### src/rtl/pbpix_zrl_expander_if.sv
// Token-in / pixel-out bundle for the zero-run-length expander.
//   tok_rdy/tok_ack   token handshake; transfer when both are high
//   tok_run           1 = zero-run token, 0 = literal token
//   tok_data          literal value, or run length minus one in the low CW bits
//   pix_rdy/pix_ack   pixel handshake; transfer when both are high
//   pix_zero          pixel is zero (pix_data is then 0)
//   pix_data          pixel value
//   pix_last          pixel is the last one of its frame
// master: token producer and pixel consumer. slave: the expander.
interface pbpix_zrl_expander_if #(
   parameter int unsigned DW = 8
) ();
   logic          tok_rdy;
   logic          tok_ack;
   logic          tok_run;
   logic [DW-1:0] tok_data;
   logic          pix_rdy;
   logic          pix_ack;
   logic          pix_zero;
   logic [DW-1:0] pix_data;
   logic          pix_last;

   modport master (
      output tok_rdy, tok_run, tok_data, pix_ack,
      input  tok_ack, pix_rdy, pix_zero, pix_data, pix_last
   );

   modport slave (
      input  tok_rdy, tok_run, tok_data, pix_ack,
      output tok_ack, pix_rdy, pix_zero, pix_data, pix_last
   );
endinterface

### src/rtl/pbpix_zrl_expander.sv
// Zero-run-length decoder. Accepts literal or zero-run tokens and emits one
// pixel per handshake from a single registered output stage.
//   i_clk   clock, rising edge
//   i_rstn  asynchronous active-low reset
//   bus     slave side of pbpix_zrl_expander_if (token in, pixel out)
module pbpix_zrl_expander #(
   parameter int unsigned DW   = 8,
   parameter int unsigned CW   = 8,
   parameter int unsigned NPIX = 1024
) (
   input logic                 i_clk,
   input logic                 i_rstn,
   pbpix_zrl_expander_if.slave bus
);
   localparam int unsigned PCW = (NPIX > 1) ? $clog2(NPIX) : 1;
   localparam logic [PCW-1:0] LastIdx = PCW'(NPIX - 1);

   typedef enum logic [1:0] {StEmpty, StLit, StRun} state_e;

   state_e          state_q, state_d;
   logic [CW-1:0]   run_cnt_q, run_cnt_d;
   logic [PCW-1:0]  pix_cnt_q, pix_cnt_d;
   logic            pix_rdy_q, pix_rdy_d;
   logic            pix_zero_q, pix_zero_d;
   logic [DW-1:0]   pix_data_q, pix_data_d;
   logic            pix_last_q, pix_last_d;
   logic            tok_ack;
   logic            free;
   logic            pix_hs;
   logic            next_last;

   always_ff @(posedge i_clk or negedge i_rstn) begin
      if (!i_rstn) begin
         state_q    <= StEmpty;
         run_cnt_q  <= '0;
         pix_cnt_q  <= '0;
         pix_rdy_q  <= 1'b0;
         pix_zero_q <= 1'b0;
         pix_data_q <= '0;
         pix_last_q <= 1'b0;
      end else begin
         state_q    <= state_d;
         run_cnt_q  <= run_cnt_d;
         pix_cnt_q  <= pix_cnt_d;
         pix_rdy_q  <= pix_rdy_d;
         pix_zero_q <= pix_zero_d;
         pix_data_q <= pix_data_d;
         pix_last_q <= pix_last_d;
      end
   end

   always_comb begin
      state_d    = state_q;
      run_cnt_d  = run_cnt_q;
      pix_rdy_d  = pix_rdy_q;
      pix_zero_d = pix_zero_q;
      pix_data_d = pix_data_q;
      pix_last_d = pix_last_q;
      tok_ack    = 1'b0;

      pix_hs = pix_rdy_q && bus.pix_ack;
      free   = !pix_rdy_q || bus.pix_ack;

      // pix_cnt indexes the pixel currently held; after a handshake the next
      // loaded pixel takes the following index.
      if (pix_hs) begin
         pix_cnt_d = (pix_cnt_q == LastIdx) ? '0 : pix_cnt_q + PCW'(1);
      end else begin
         pix_cnt_d = pix_cnt_q;
      end
      next_last = (pix_cnt_d == LastIdx);

      if (free) begin
         if (run_cnt_q != '0) begin
            // Remaining zeros of a run take priority over new tokens.
            pix_rdy_d  = 1'b1;
            pix_zero_d = 1'b1;
            pix_data_d = '0;
            pix_last_d = next_last;
            run_cnt_d  = run_cnt_q - CW'(1);
            state_d    = StRun;
         end else begin
            tok_ack = 1'b1;
            if (bus.tok_rdy) begin
               pix_rdy_d  = 1'b1;
               pix_last_d = next_last;
               if (bus.tok_run) begin
                  pix_zero_d = 1'b1;
                  pix_data_d = '0;
                  run_cnt_d  = bus.tok_data[CW-1:0];
                  state_d    = StRun;
               end else begin
                  pix_zero_d = (bus.tok_data == '0);
                  pix_data_d = bus.tok_data;
                  state_d    = StLit;
               end
            end else begin
               pix_rdy_d = 1'b0;
               state_d   = StEmpty;
            end
         end
      end
   end

   assign bus.tok_ack  = tok_ack;
   assign bus.pix_rdy  = pix_rdy_q;
   assign bus.pix_zero = pix_zero_q;
   assign bus.pix_data = pix_data_q;
   assign bus.pix_last = pix_last_q;
endmodule

### src/flat_wrapper.sv
// flat-port wrapper written by rule: the top's interface ports become plain ports
module pbpix_zrl_expander_flat 
#(
   parameter int unsigned DW   = 8,
   parameter int unsigned CW   = 8,
   parameter int unsigned NPIX = 1024
)
  (i_clk, i_rstn, bus_tok_rdy, bus_tok_run, bus_tok_data, bus_pix_ack, bus_tok_ack, bus_pix_rdy, bus_pix_zero, bus_pix_data, bus_pix_last);
  pbpix_zrl_expander_if #(.DW(DW)) bus_i ();
  input logic i_clk;
  input logic i_rstn;
  input wire logic [$bits(bus_i.tok_rdy)-1:0] bus_tok_rdy;
  input wire logic [$bits(bus_i.tok_run)-1:0] bus_tok_run;
  input wire logic [$bits(bus_i.tok_data)-1:0] bus_tok_data;
  input wire logic [$bits(bus_i.pix_ack)-1:0] bus_pix_ack;
  output wire logic [$bits(bus_i.tok_ack)-1:0] bus_tok_ack;
  output wire logic [$bits(bus_i.pix_rdy)-1:0] bus_pix_rdy;
  output wire logic [$bits(bus_i.pix_zero)-1:0] bus_pix_zero;
  output wire logic [$bits(bus_i.pix_data)-1:0] bus_pix_data;
  output wire logic [$bits(bus_i.pix_last)-1:0] bus_pix_last;
  assign bus_i.tok_rdy = bus_tok_rdy;
  assign bus_i.tok_run = bus_tok_run;
  assign bus_i.tok_data = bus_tok_data;
  assign bus_i.pix_ack = bus_pix_ack;
  assign bus_tok_ack = bus_i.tok_ack;
  assign bus_pix_rdy = bus_i.pix_rdy;
  assign bus_pix_zero = bus_i.pix_zero;
  assign bus_pix_data = bus_i.pix_data;
  assign bus_pix_last = bus_i.pix_last;
  pbpix_zrl_expander #(.DW(DW), .CW(CW), .NPIX(NPIX)) u_core (.i_clk(i_clk), .i_rstn(i_rstn), .bus(bus_i));
endmodule
### config.mk
export PLATFORM = sky130hd
export DESIGN_NAME = pbpix_zrl_expander_flat
export DESIGN_NICKNAME = d
export VERILOG_FILES = /design/src/rtl/pbpix_zrl_expander_if.sv /design/src/rtl/pbpix_zrl_expander.sv /design/src/flat_wrapper.sv
export SDC_FILE = /design/constraint.sdc
export NUM_CORES = 1
export LEC_CHECK = 0
export ABC_AREA = 1
export BUFFER_PORTS_ARGS = -buffer_cell sky130_fd_sc_hd__buf_4
export CORE_MARGIN = 1
export CORE_UTILIZATION = 51
export CTS_BUF_LIST = sky130_fd_sc_hd__clkbuf_4 sky130_fd_sc_hd__clkbuf_8 sky130_fd_sc_hd__clkbuf_16
export DETAILED_ROUTE_END_ITERATION = 16
export GPL_TIMING_DRIVEN = 0
export PLACE_DENSITY = 0.75
export SYNTH_ARGS = -nofsm -noshare
export SYNTH_HDL_FRONTEND = slang
export SYNTH_SLANG_ARGS = --single-unit
### constraint.sdc
create_clock -name i_clk -period 1.6 [get_ports i_clk]
set_clock_uncertainty 0.05 [all_clocks]
set_input_delay 0.4 -clock i_clk [delete_from_list [all_inputs] [get_ports i_clk]]
set_output_delay 0.4 -clock i_clk [all_outputs]
set_load 0.02 [all_outputs]
==> run_results.csv <==
group,metric,value,unit
floorplan,dieArea,3590,sq um
drt,num_vias,1570,
timing,tns,-310,ps
placement,io_buffer_count,23,
worst_setup_path,worst-path-max-fanout,2,
grt,groute.usage.overall,23.6,%
synth,synth_fp_nets,236,
clocking,htreeDepth,2,
drt,topRoutingLayerUsed,"met4",
timing,period_share,115,%
layout,final_common_cell,"nand2_1",
synth,syn_area,1710,sq um
worst_setup_path,cp-endpoint,"bus_tok_ack",
layout,multi_input_area,883,sq um
clocking,clockRootBuffer,"clkbuf_4",
timing,finalCriticalPeriod,1840,ps
power,peakVddDrop,1020,uV
layout,fill_cells,262,
power,p_sw,1.38,mW
power,seqPwrFrac,34.4,%
worst_hold_path,whs_path_depth,3,
worst_setup_path,crit_type,"reg2out",
floorplan,coreArea,3130,sq um
floorplan,start_util,54.6,%
flow_run,cap_violations,0,
timing,rsz0062_at_grt,"yes",
timing,layout_setup_ws,-237,ps
layout,final_cell_mix,"nand2_1, buf_4, dfrtp_1",
synth,syn_area_per_cell,7.77,sq um
worst_setup_path,r2r-start,"u_core.run_cnt_q[0]$_DFFE_PN0P_",
timing,max_freq,544,MHz
worst_setup_path,r2r_cells,10,
outcome,violations,"negative setup slack",
worst_setup_path,path_cells,"nor2_2 -> nand2_2 -> nor2_8 -> inv_4 -> nor2_4 -> buf_6",
drt,met2WireLength,1730,um
clocking,tritoncts,"done",
placement,dpl_cell_area,1940,sq um
power,power.internal,1.90,mW
drt,drtIter0Drc,68,
drt,wl,3860,um
grt,overflow,0,
drt,drt_drc_violations_left,0,
floorplan,io_pins,25,
drt,wl_per_cell,12.5,um
power,p_comb_share,49.8,%
power,p_per_area,1490,nW/um^2
layout,fin_nets,281,
worst_setup_path,cp-start-kind,"flip-flop",
worst_setup_path,worstReg2RegEnd,"u_core.bus.pix_data[2]$_DFFE_PN0P_",
grt,antenna_found_initial,0,
worst_setup_path,crit_start,"u_core.run_cnt_q[2]$_DFFE_PN0P_",
worst_hold_path,hold_class,"in2reg",
timing,setup_viol,9,
grt,grt_max_degree,30,
worst_setup_path,crit_family,"simple AND/OR/NAND/NOR gates",
layout,num_antenna_cells,0,
clocking,path_clk_slew,90,ps
power,swShare,42.1,%
worst_setup_path,path_buf_inv,2,
layout,drive_above_1_share,32.7,%
floorplan,rows,20,
worst_setup_path,cpMaxStageDelayCell,"dfrtp_1",
synth,ys_seq_area_share,42.5,%
layout,synthToLayoutAreaGrowth,28.4,%
timing,hold_slack,221,ps
drt,drtPass1Iterations,4,
clocking,cts_buffer_depth,2,
worst_setup_path,crit_required,1150,ps
worst_setup_path,cp-end-kind,"output port",
floorplan,die_y,59.9,um
layout,fin_area,2190,sq um
worst_setup_path,r2r_setup_slack,-30,ps
grt,grt_pass1_vias,1385,
synth,yosys_warnings,0,
worst_setup_path,path_depth,6,
layout,regArea,727,sq um
grt,grt_pass1_wl,6210,um
synth,ys_seq_elements,29,
drt,viasPerCell,5.06,
placement,post-dp-hpwl,2590,um
power,pwr-share-clk,15.8,%
worst_setup_path,cp.arrival,1390,ps
synth,synthDistinctLibCells,26,
timing,drv_slew,0,
drt,route.met3.wl,170,um
power,finalPower,3.28,mW
clocking,clock_sinks,29,
placement,gp_congestion,0.919,
outcome,outcome,"finished with violations",
clocking,clock_latency,330,ps
timing,worstMarginPinSlew,376,ps
power,static-leakage-power,1.13,nW
drt,ant_nets,0,
floorplan,die_w,59.9,um
worst_setup_path,max_stage_delay,400,ps
timing,finalHoldViolations,0,
synth,syn_inst,220,
drt,wl_met1,1900,um
timing,slew_headroom,75.0,%
clocking,cts_inserted_buffers,5,
## cells in the mapped netlist
master,instances,area (sq um)
o31ai_1,3,22.5
o31ai_2,6,75.1
nand3_2,1,10.0
clkbuf_2,1,5.00
a21oi_1,2,10.0
xor2_1,3,26.3
nor2_4,1,11.3
nor2_8,1,20.0
ha_1,3,37.5
nor3_1,1,5.00
buf_6,4,45.0
nor2_1,24,90.1
o21ai_1,6,30.0
inv_2,4,15.0
o21ai_0,6,30.0
nor2_2,1,6.26
o21bai_1,1,7.51
inv_1,24,90.1
nand4_1,3,18.8
xnor2_1,2,17.5
nand2_2,10,62.6
nand2_1,69,259
a21oi_4,1,16.3
nor4_1,2,12.5
dfrtp_1,29,726
nand3_1,12,60.1
## how the worst min path moves through the flow
stage / startpoint / to
floorplan: i_rstn / u_core.bus.pix_data[0]$_DFFE_PN0P_
global placement: i_rstn / u_core.pix_cnt_q[6]$_DFF_PN0_
detailed placement: i_rstn / u_core.pix_cnt_q[5]$_DFF_PN0_
CTS: bus_tok_rdy / u_core.bus.pix_rdy$_DFFE_PN0N_
global route: bus_tok_rdy / u_core.bus.pix_rdy$_DFFE_PN0N_
finish: bus_tok_rdy / u_core.bus.pix_rdy$_DFFE_PN0N_
## cells by family after synthesis
kind of cell | after synthesis | share of synthesized area (%)
AOI/OAI and AO/OA | 25 | 11.2
xor gates and xnor gates | 5 | 2.56
adders and majority gates | 3 | 2.20
buffers and inverters | 33 | 9.08
DFF | 29 | 42.5
and+or+nand+nor | 125 | 32.5
## power groups by stage
stage          sequential, mW  clock (mW)  combinational, mW
6_report                 1.13       0.517               1.63
5_1_grt                  1.15       0.567               1.84
4_1_cts                  1.11       0.524               1.47
3_5_place_dp             1.14           0               1.21
3_3_place_gp             1.14           0               1.19
2_1_floorplan            1.12           0              0.961
## flip-flops by register name, indices dropped and copies added (netlist names)
signal and cells:
u_core.bus.pix_rdy 1, u_core.bus.pix_zero 1, u_core.bus.pix_last 1, u_core.pix_cnt_q 10
u_core.bus.pix_data 8, u_core.run_cnt_q 8
## repair_timing
| item | CTS | global route |
|---|---|---|
| gates resized for setup | 9 | 13 |
| pin swaps | 5 | 5 |
| gates cloned | 0 | 1 |
| buffers inserted | 11 | 3 |
| hold buffers | 1 | 0 |
| setup endpoints to repair | 19 | 19 |
| hold endpoints to repair | 29 | 0 |
## routing by layer
layer	global-route usage (%)	vias to the layer above
met4	8.31	0
li1	-	792
met5	0	-
met2	34.3	33
met1	34.0	737
met3	5.63	8
## cell type report
type                       instances  share of cell area, %
tap                               44                   2.51
timing repair buffer              38                   13.3
sequential                        29                   33.1
inverter                          28                   5.02
buffer                             5                   2.62
multi-input combinational        158                   40.3
clock buffer                       7                   2.96
clock inverter                     1                  0.228
## through the flow
stage / util [%] / worst slack, ps / std cells
finish: 70.2 / -237 / 310
global route: 70.2 / -299 / 310
CTS: 68.3 / -215 / 307
detailed placement: 62.2 / -178 / 287
global placement: 62.2 / -179 / 287
floorplan: - / 0.215 / 220
## tightest hold or removal path, delay by kind of cell
family / cells / cell delay, ps
and+or+nand+nor: 1 / 60
buffers and inverters: 2 / 110
Power figures use the tool's default switching activity.
